**config.mk**
```make
export PLATFORM = sky130hd
export DESIGN_NAME = pe_rf_read_flat
export DESIGN_NICKNAME = d
export VERILOG_FILES = /design/src/rtl/pe_rf_read_if.sv /design/src/rtl/pe_rf_read.sv /design/src/flat_wrapper.sv
export SDC_FILE = /design/constraint.sdc
export NUM_CORES = 1
export LEC_CHECK = 0
export ABC_AREA = 1
export BUFFER_PORTS_ARGS = -buffer_cell sky130_fd_sc_hd__buf_2
export CAP_MARGIN = 40
export CELL_PAD_IN_SITES_DETAIL_PLACEMENT = 2
export CELL_PAD_IN_SITES_GLOBAL_PLACEMENT = 2
export CORE_MARGIN = 2
export CORE_UTILIZATION = 35
export CTS_CLUSTER_SIZE = 30
export DETAILED_ROUTE_END_ITERATION = 8
export PLACE_DENSITY_LB_ADDON = 0.05
export SLEW_MARGIN = 15
export SYNTH_ARGS = -nofsm -noshare
export SYNTH_HDL_FRONTEND = slang
export SYNTH_SLANG_ARGS = --single-unit
export TNS_END_PERCENT = 100
```
**constraint.sdc**
```tcl
create_clock -name iClk -period 2.7 [get_ports iClk]
set_input_delay 0.27 -clock iClk [delete_from_list [all_inputs] [get_ports iClk]]
set_output_delay 0.27 -clock iClk [all_outputs]
set_load 0.01 [all_outputs]
```
**src/rtl/pe_rf_read_if.sv**
```systemverilog
// Signal bundle between decode/EX/WB and the pe_rf_read stage: ID request, EX forward,
// WB write port and the registered ID/EX outputs. Stage latency is one cycle; iStall holds.
`ifndef DEF_PE_DATA_WIDTH
`define DEF_PE_DATA_WIDTH 32
`endif
`ifndef DEF_RF_INDEX_WIDTH
`define DEF_RF_INDEX_WIDTH 5
`endif

interface pe_rf_read_if;
   localparam int DW = `DEF_PE_DATA_WIDTH;
   localparam int IW = `DEF_RF_INDEX_WIDTH;

   logic          iStall;
   logic          iFlush;
   logic          iID_Valid;
   logic [IW-1:0] iID_Read_Addr_A;
   logic [IW-1:0] iID_Read_Addr_B;
   logic          iID_Write_RF_Enable;
   logic [IW-1:0] iID_Write_RF_Address;
   logic          iEX_Fwd_Enable;
   logic [IW-1:0] iEX_Fwd_Addr;
   logic [DW-1:0] iEX_Fwd_Data;
   logic          iWB_RF_Writeback_Enable;
   logic [IW-1:0] iWB_RF_Write_Addr;
   logic [DW-1:0] iWB_RF_Write_Data;
   logic          oEX_Valid;
   logic [DW-1:0] oEX_Operand_A;
   logic [DW-1:0] oEX_Operand_B;
   logic          oEX_Write_RF_Enable;
   logic [IW-1:0] oEX_Write_RF_Address;

   modport master (
      output iStall, iFlush, iID_Valid, iID_Read_Addr_A, iID_Read_Addr_B,
             iID_Write_RF_Enable, iID_Write_RF_Address,
             iEX_Fwd_Enable, iEX_Fwd_Addr, iEX_Fwd_Data,
             iWB_RF_Writeback_Enable, iWB_RF_Write_Addr, iWB_RF_Write_Data,
      input  oEX_Valid, oEX_Operand_A, oEX_Operand_B,
             oEX_Write_RF_Enable, oEX_Write_RF_Address
   );

   modport slave (
      input  iStall, iFlush, iID_Valid, iID_Read_Addr_A, iID_Read_Addr_B,
             iID_Write_RF_Enable, iID_Write_RF_Address,
             iEX_Fwd_Enable, iEX_Fwd_Addr, iEX_Fwd_Data,
             iWB_RF_Writeback_Enable, iWB_RF_Write_Addr, iWB_RF_Write_Data,
      output oEX_Valid, oEX_Operand_A, oEX_Operand_B,
             oEX_Write_RF_Enable, oEX_Write_RF_Address
   );
endinterface

```
**src/rtl/pe_rf_read.sv**
```systemverilog
// PE register file + operand read into ID/EX: 1-cycle latency; iStall holds, iFlush bubbles (flush wins).
// PE_RF_BYPASS_EN adds EX/WB forwarding and WB refresh of held operands; default build reads the array only.
`ifndef DEF_PE_DATA_WIDTH
`define DEF_PE_DATA_WIDTH 32
`endif
`ifndef DEF_RF_INDEX_WIDTH
`define DEF_RF_INDEX_WIDTH 5
`endif

module pe_rf_read #(
   parameter int unsigned ZERO_REG = 1
) (
   input  logic         iClk,
   input  logic         iReset,
   pe_rf_read_if.slave  bus
);
   localparam int DW    = `DEF_PE_DATA_WIDTH;
   localparam int IW    = `DEF_RF_INDEX_WIDTH;
   localparam int DEPTH = 1 << IW;
   localparam bit ZR    = (ZERO_REG != 0);

   logic [DW-1:0] rf_q [DEPTH];
   logic          wb_commit;

   logic          valid_q;
   logic          we_q;
   logic [IW-1:0] waddr_q;
   logic [DW-1:0] opa_q, opa_d;
   logic [DW-1:0] opb_q, opb_d;
   logic [IW-1:0] srca_q;
   logic [IW-1:0] srcb_q;

   assign wb_commit = bus.iWB_RF_Writeback_Enable && !(ZR && bus.iWB_RF_Write_Addr == '0);

   // Array is deliberately outside reset so a WB write in a reset cycle still lands.
   always_ff @(posedge iClk) begin
      if (wb_commit) begin
         rf_q[bus.iWB_RF_Write_Addr] <= bus.iWB_RF_Write_Data;
      end
   end

   always_comb begin
      opa_d = rf_q[bus.iID_Read_Addr_A];
      opb_d = rf_q[bus.iID_Read_Addr_B];
`ifdef PE_RF_BYPASS_EN
      if (bus.iWB_RF_Writeback_Enable && bus.iWB_RF_Write_Addr == bus.iID_Read_Addr_A) begin
         opa_d = bus.iWB_RF_Write_Data;
      end
      if (bus.iWB_RF_Writeback_Enable && bus.iWB_RF_Write_Addr == bus.iID_Read_Addr_B) begin
         opb_d = bus.iWB_RF_Write_Data;
      end
      if (bus.iEX_Fwd_Enable && bus.iEX_Fwd_Addr == bus.iID_Read_Addr_A) begin
         opa_d = bus.iEX_Fwd_Data;
      end
      if (bus.iEX_Fwd_Enable && bus.iEX_Fwd_Addr == bus.iID_Read_Addr_B) begin
         opb_d = bus.iEX_Fwd_Data;
      end
`endif
      if (ZR && bus.iID_Read_Addr_A == '0) begin
         opa_d = '0;
      end
      if (ZR && bus.iID_Read_Addr_B == '0) begin
         opb_d = '0;
      end
   end

   always_ff @(posedge iClk) begin
      if (iReset) begin
         valid_q <= 1'b0;
         we_q    <= 1'b0;
         waddr_q <= '0;
         opa_q   <= '0;
         opb_q   <= '0;
         srca_q  <= '0;
         srcb_q  <= '0;
      end else if (bus.iFlush) begin
         valid_q <= 1'b0;
         we_q    <= 1'b0;
      end else if (bus.iStall) begin
`ifdef PE_RF_BYPASS_EN
         // Only WB refreshes a held operand; the EX result reaches it via WB next cycle.
         if (wb_commit && srca_q == bus.iWB_RF_Write_Addr) begin
            opa_q <= bus.iWB_RF_Write_Data;
         end
         if (wb_commit && srcb_q == bus.iWB_RF_Write_Addr) begin
            opb_q <= bus.iWB_RF_Write_Data;
         end
`endif
      end else begin
         valid_q <= bus.iID_Valid;
         we_q    <= bus.iID_Write_RF_Enable & bus.iID_Valid;
         waddr_q <= bus.iID_Write_RF_Address;
         opa_q   <= opa_d;
         opb_q   <= opb_d;
         srca_q  <= bus.iID_Read_Addr_A;
         srcb_q  <= bus.iID_Read_Addr_B;
      end
   end

`ifndef PE_RF_BYPASS_EN
   logic unused_nobypass;
   assign unused_nobypass = ^{bus.iEX_Fwd_Enable, bus.iEX_Fwd_Addr, bus.iEX_Fwd_Data,
                              srca_q, srcb_q};
`endif

   assign bus.oEX_Valid            = valid_q;
   assign bus.oEX_Operand_A        = opa_q;
   assign bus.oEX_Operand_B        = opb_q;
   assign bus.oEX_Write_RF_Enable  = we_q;
   assign bus.oEX_Write_RF_Address = waddr_q;

endmodule

```
**src/flat_wrapper.sv**
```systemverilog
// flat-port wrapper written by rule: the top's interface ports become plain ports
module pe_rf_read_flat 
#(
   parameter int unsigned ZERO_REG = 1
)
  (iClk, iReset, bus_iStall, bus_iFlush, bus_iID_Valid, bus_iID_Read_Addr_A, bus_iID_Read_Addr_B, bus_iID_Write_RF_Enable, bus_iID_Write_RF_Address, bus_iEX_Fwd_Enable, bus_iEX_Fwd_Addr, bus_iEX_Fwd_Data, bus_iWB_RF_Writeback_Enable, bus_iWB_RF_Write_Addr, bus_iWB_RF_Write_Data, bus_oEX_Valid, bus_oEX_Operand_A, bus_oEX_Operand_B, bus_oEX_Write_RF_Enable, bus_oEX_Write_RF_Address);
  pe_rf_read_if bus_i ();
  input  logic iClk;
  input  logic iReset;
  input wire logic [$bits(bus_i.iStall)-1:0] bus_iStall;
  input wire logic [$bits(bus_i.iFlush)-1:0] bus_iFlush;
  input wire logic [$bits(bus_i.iID_Valid)-1:0] bus_iID_Valid;
  input wire logic [$bits(bus_i.iID_Read_Addr_A)-1:0] bus_iID_Read_Addr_A;
  input wire logic [$bits(bus_i.iID_Read_Addr_B)-1:0] bus_iID_Read_Addr_B;
  input wire logic [$bits(bus_i.iID_Write_RF_Enable)-1:0] bus_iID_Write_RF_Enable;
  input wire logic [$bits(bus_i.iID_Write_RF_Address)-1:0] bus_iID_Write_RF_Address;
  input wire logic [$bits(bus_i.iEX_Fwd_Enable)-1:0] bus_iEX_Fwd_Enable;
  input wire logic [$bits(bus_i.iEX_Fwd_Addr)-1:0] bus_iEX_Fwd_Addr;
  input wire logic [$bits(bus_i.iEX_Fwd_Data)-1:0] bus_iEX_Fwd_Data;
  input wire logic [$bits(bus_i.iWB_RF_Writeback_Enable)-1:0] bus_iWB_RF_Writeback_Enable;
  input wire logic [$bits(bus_i.iWB_RF_Write_Addr)-1:0] bus_iWB_RF_Write_Addr;
  input wire logic [$bits(bus_i.iWB_RF_Write_Data)-1:0] bus_iWB_RF_Write_Data;
  output wire logic [$bits(bus_i.oEX_Valid)-1:0] bus_oEX_Valid;
  output wire logic [$bits(bus_i.oEX_Operand_A)-1:0] bus_oEX_Operand_A;
  output wire logic [$bits(bus_i.oEX_Operand_B)-1:0] bus_oEX_Operand_B;
  output wire logic [$bits(bus_i.oEX_Write_RF_Enable)-1:0] bus_oEX_Write_RF_Enable;
  output wire logic [$bits(bus_i.oEX_Write_RF_Address)-1:0] bus_oEX_Write_RF_Address;
  assign bus_i.iStall = bus_iStall;
  assign bus_i.iFlush = bus_iFlush;
  assign bus_i.iID_Valid = bus_iID_Valid;
  assign bus_i.iID_Read_Addr_A = bus_iID_Read_Addr_A;
  assign bus_i.iID_Read_Addr_B = bus_iID_Read_Addr_B;
  assign bus_i.iID_Write_RF_Enable = bus_iID_Write_RF_Enable;
  assign bus_i.iID_Write_RF_Address = bus_iID_Write_RF_Address;
  assign bus_i.iEX_Fwd_Enable = bus_iEX_Fwd_Enable;
  assign bus_i.iEX_Fwd_Addr = bus_iEX_Fwd_Addr;
  assign bus_i.iEX_Fwd_Data = bus_iEX_Fwd_Data;
  assign bus_i.iWB_RF_Writeback_Enable = bus_iWB_RF_Writeback_Enable;
  assign bus_i.iWB_RF_Write_Addr = bus_iWB_RF_Write_Addr;
  assign bus_i.iWB_RF_Write_Data = bus_iWB_RF_Write_Data;
  assign bus_oEX_Valid = bus_i.oEX_Valid;
  assign bus_oEX_Operand_A = bus_i.oEX_Operand_A;
  assign bus_oEX_Operand_B = bus_i.oEX_Operand_B;
  assign bus_oEX_Write_RF_Enable = bus_i.oEX_Write_RF_Enable;
  assign bus_oEX_Write_RF_Address = bus_i.oEX_Write_RF_Address;
  pe_rf_read #(.ZERO_REG(ZERO_REG)) u_core (.iClk(iClk), .iReset(iReset), .bus(bus_i));
endmodule
```
# Word level (Yosys, flattened, before mapping)
# Memory sizes are Yosys's and may differ from the RTL's.
# Cells that the tools add are included.
classes:
  muxes: 4
  bitwise: 3
  reduce_logical: 7
ops:
  columns: ["cell", "n"]
  rows:
  - ["two-way mux 32 bit", 2]
  - ["logical NOT 5 bit", 3]
  - ["two-way mux 1 bit", 2]
  - ["NOT 1 bit", 2]
  - ["AND reduction 2 bit", 1]
  - ["OR reduction 2 bit", 1]
  - ["bitwise AND 1 bit", 1]
  - ["logical AND 1 bit", 1]
  - ["logical NOT 1 bit", 1]
word_totals:
  reg_bits: 71
  mem_bits_rw: 1024
  inputBits: 97
  output_inout_bits: 71
  elab_cells: 20
  memories: 1
mem_list:
  columns: ["memory", "depth", "width", "rd", "rd_clocked_by_memory_dff", "write_ports", "line", "rtl"]
  rows:
  - ["u_core.rf_q", 32, 32, 2, 0, 1, "pe_rf_read.sv:22", "logic [DW-1:0] rf_q [DEPTH];"]

# Longest topological paths before layout
depth:
  depth_word: 5
  depth_mapped: 13
  mapped_depth_nobuf: 11

# Least setup slack after synthesis
# OpenSTA, ideal clock, no wires.
synth_path:
  kind: "input -> register"
  from: "input port bus_iWB_RF_Write_Addr[0]"
  to: "memory u_core.rf_q[26][0] in the netlist's numbering, enable pin"
  setup_ps: 421
  t_arrival_ps: 1921
  required_ps: 2279
  setup_slack_ps: 358
  stages: 3
  n_path_buf: 0
  path_cell_list: "inv_1 -> nand3_1 -> nor2_1"
synth_via:
  elab_chain_cells: 5
synth_rtl:
  columns: ["item", "line", "rtl"]
  rows:
  - ["start, declared", "flat_wrapper.sv:21", "input wire logic [$bits(bus_i.iWB_RF_Write_Addr)-1:0] bus_iWB_RF_Write_Addr;"]
  - ["logical NOT 5 bit", "pe_rf_read.sv:33", "assign wb_commit = bus.iWB_RF_Writeback_Enable && !(ZR && bus.iWB_RF_Write_Addr == '0);"]
  - ["logical NOT 1 bit", "pe_rf_read.sv:33", null]
  - ["logical AND 1 bit", "pe_rf_read.sv:33", null]
  - ["two-way mux 1 bit", "pe_rf_read.sv:37", "if (wb_commit) begin"]
  - ["two-way mux 1 bit (not written as such)", "pe_rf_read.sv:38", "rf_q[bus.iWB_RF_Write_Addr] <= bus.iWB_RF_Write_Data;"]
  - ["end, declared", "pe_rf_read.sv:22", null]
# Parallel ways exist; a longest one is shown, timed or not.

# Final worst setup path
layout_path:
  from: "register u_core.opb_q[9] (netlist: u_core.bus.oEX_Operand_B[9])"
  to: "output port bus_oEX_Operand_B[9]"
layout_rtl:
  columns: ["item", "line", "rtl"]
  rows:
  - ["start, declared", "pe_rf_read.sv:29", "logic [DW-1:0] opb_q, opb_d;"]
  - ["start signal, assigned", "pe_rf_read.sv:94", "opb_q <= opb_d;"]
  - ["end, declared", "flat_wrapper.sv:25", "output wire logic [$bits(bus_i.oEX_Operand_B)-1:0] bus_oEX_Operand_B;"]
# No word-level cell between the ends.

==> qor.csv <==
metric,value,unit
postCtsSetupBuffers,0,
die_w,399,um
port_buffers,129,
hp-class,in2reg,
use_met2,52.8,%
r2r_cells,10,
period_minus_slack,1770,ps
routedWlPerCell,30.2,um
fp.dieH,399,um
finalClockSkew,20.8,ps
row_count,145,
gr-usage-met3,3.47,%
worst_slew_margin_rel,44.6,%
drtAntennaViolNets,0,
tritoncts,built,
drive_gt1_share,9.57,%
yosys_warnings,0,
cts_sinks,1095,
core_area,156000,um^2
startpoint,u_core.bus.oEX_Operand_B[9],
crit_chain,buf_2,
cp.required,2430,ps
area_delta_synth_final,15.3,%
top_usage_layer,met2,
grt_use_met1,42.7,%
avgSynthCellArea,8.94,um^2
initial_core_util,35.1,%
drtIter0Drc,3888,
syn_area,54700,um^2
critical_path_arrival,1500,ps
path_max_fanout,3,
antenna_found_initial,10,
cp_slowest_stage_delay,500,ps
tightest_slew,830,ps
rsz0062_at_grt,false,
grt_pass1_wl,361000,um
fin_nets,6303,
syn_inst,6111,
critPathCaptureType,primary output,
drv_cap,0,
postSynth.asyncResetShare,0,%
post-route-util,40.5,%
numCtsBuffers,139,
final_common_cell,nand2_1,
cp-start-kind,flop,
seqCellArea,32200,um^2
final_hold_viol_count,0,
min_period_over_period,65.6,%
grt_pass1_vias,51219,
vias,47989,
p_leak,0.0247,uW
synth_edf_count,1024,
cp_slowest_cell,dfxtp_1,
overflow,0,
cp.buffers_inverters,1,
io_pins,168,
p_per_area,672,nW/um^2
ys_ff_latch,1095,
drt-pass1-iter-count,6,
fin_total_pwr,42400,uW
fin_cells,8384,
r2r_end,u_core.bus.oEX_Operand_B[16],
htreeDepth,4,
worstReg2RegStart,u_core.rf_q[8][16],
clockBufferDepth,3,
ys_seq_area_share,58.9,%
clkLatencyLatePin,790,ps
grt_usage,31.4,%
grt_max_degree,117,
final.fill_count,16954,
via_per_inst,5.72,
drv_slew,0,
clock-root-buffer,clkbuf_16,
hold_path_depth,4,
fin_tns_setup,0,ps
crit_cells,1,
synth_top_flop_cell,edfxtp_1,
dp_cells,8083,
status,"complete, no violations",
multiInputGateArea,19800,um^2
wirelength,253000,um
setup_viol,0,
dieArea,159000,um^2
mostFrequentLayoutCells,"nand2_1 (2,820), nand3_1 (1,166), edfxtp_1 (1,024)",
fmax,565,MHz
critPathKind,reg2out,
cp_top_family,flip-flops,
rrSetupSlack,1230,ps
synth_cell_type_count,29,
dp_hpwl,138000,um
ir_worst_vdd,0.533,mV
route.detailed.drc,0,
place.gp.congestion,0.768,
crit_end,bus_oEX_Operand_B[9],
cts.clk_slew.worst_paths,60,ps
## power breakdown
| group | switching [uW] | internal [uW] | total (uW) |
|---|---|---|---|
| Combinational | 3280 | 1180 | 4460 |
| Clock | 7700 | 11200 | 18900 |
| Sequential | 141 | 18800 | 19000 |
| Total | 11100 | 31200 | 42400 |
## routing by layer
layer / part of all wire, % / vias up / wire length [um]
met5: 0.0055 / - / 14
met4: 2.9 / 4 / 7410
met3: 5.0 / 394 / 12700
met2: 48 / 1473 / 121000
met1: 44 / 25206 / 112000
li1: - / 20912 / -
## stage by stage
step	worst slack (ps)	cell area (um^2)	hold WS, ps
finish	929	63000	35.3
CTS	883	63000	2.89
global route	881	63000	31.7
detailed placement	489	58100	450
global placement	502	58100	439
floorplan	358	54800	369
## synth_stat cells, types with 4 or more instances
master	n	area, um^2
nand3_1	1166	5840
edfxtp_1	1024	30700
clkbuf_1	57	214
o21ai_0	5	25.0
buf_1	21	78.8
dfxtp_1	71	1420
buf_4	73	548
nand2_1	2821	10600
nand3b_1	64	480
buf_2	181	906
inv_1	13	48.8
a21oi_1	359	1800
a21oi_2	27	236
buf_8	4	60.1
inv_2	4	15.0
nor2_1	105	394
buf_6	102	1150
## state kept, by name, summed over array words and instances, names as in the netlist
signal                           flops
u_core.rf_q                       1024
u_core.bus.oEX_Write_RF_Address      5
u_core.bus.oEX_Operand_B            32
u_core.bus.oEX_Write_RF_Enable       1
u_core.bus.oEX_Operand_A            32
u_core.bus.oEX_Valid                 1
## layout make-up
cell class / count / share of cell area [%]
Antenna cell: 3 / 0.0119
Clock buffer: 199 / 6.38
Clock inverter: 59 / 0.844
Inverter: 20 / 0.246
Multi-Input combinational cell: 4586 / 31.4
Sequential cell: 1095 / 51.0
Tap cell: 2058 / 4.09
Timing Repair Buffer: 364 / 6.02
## cell families (layout without fill, tap and decap cells)
family	after synthesis	count (layout)	share of synthesized area, %
AND/OR/NAND/NOR	4162	4162	31.7
flip-flops	1095	1095	58.9
buffers and inverters	461	642	5.63
AO/OA/AOI/OAI	392	392	3.77
other	1	35	0.00686
## worst min path at each step
stage | endpoint | slack, ps | startpoint
3_3_place_gp | u_core.bus.oEX_Write_RF_Enable | 440 | u_core.bus.oEX_Write_RF_Enable
6_report | u_core.bus.oEX_Write_RF_Address[2] | 40 | bus_iFlush
3_5_place_dp | u_core.bus.oEX_Write_RF_Enable | 450 | u_core.bus.oEX_Write_RF_Enable
5_1_grt | u_core.rf_q[7][20] | 30 | bus_iWB_RF_Write_Data[20]
2_1_floorplan | u_core.rf_q[0][0] | 370 | bus_iWB_RF_Write_Data[0]
4_1_cts | u_core.rf_q[24][21] | 3 | bus_iWB_RF_Write_Data[21]
## what timing repair did
item                      in CTS  in global routing
hold endpoints to repair     586                  0
hold buffers                  40                  0
resized for setup              0                  0
No activity file was read; power rests on OpenSTA's default activity.
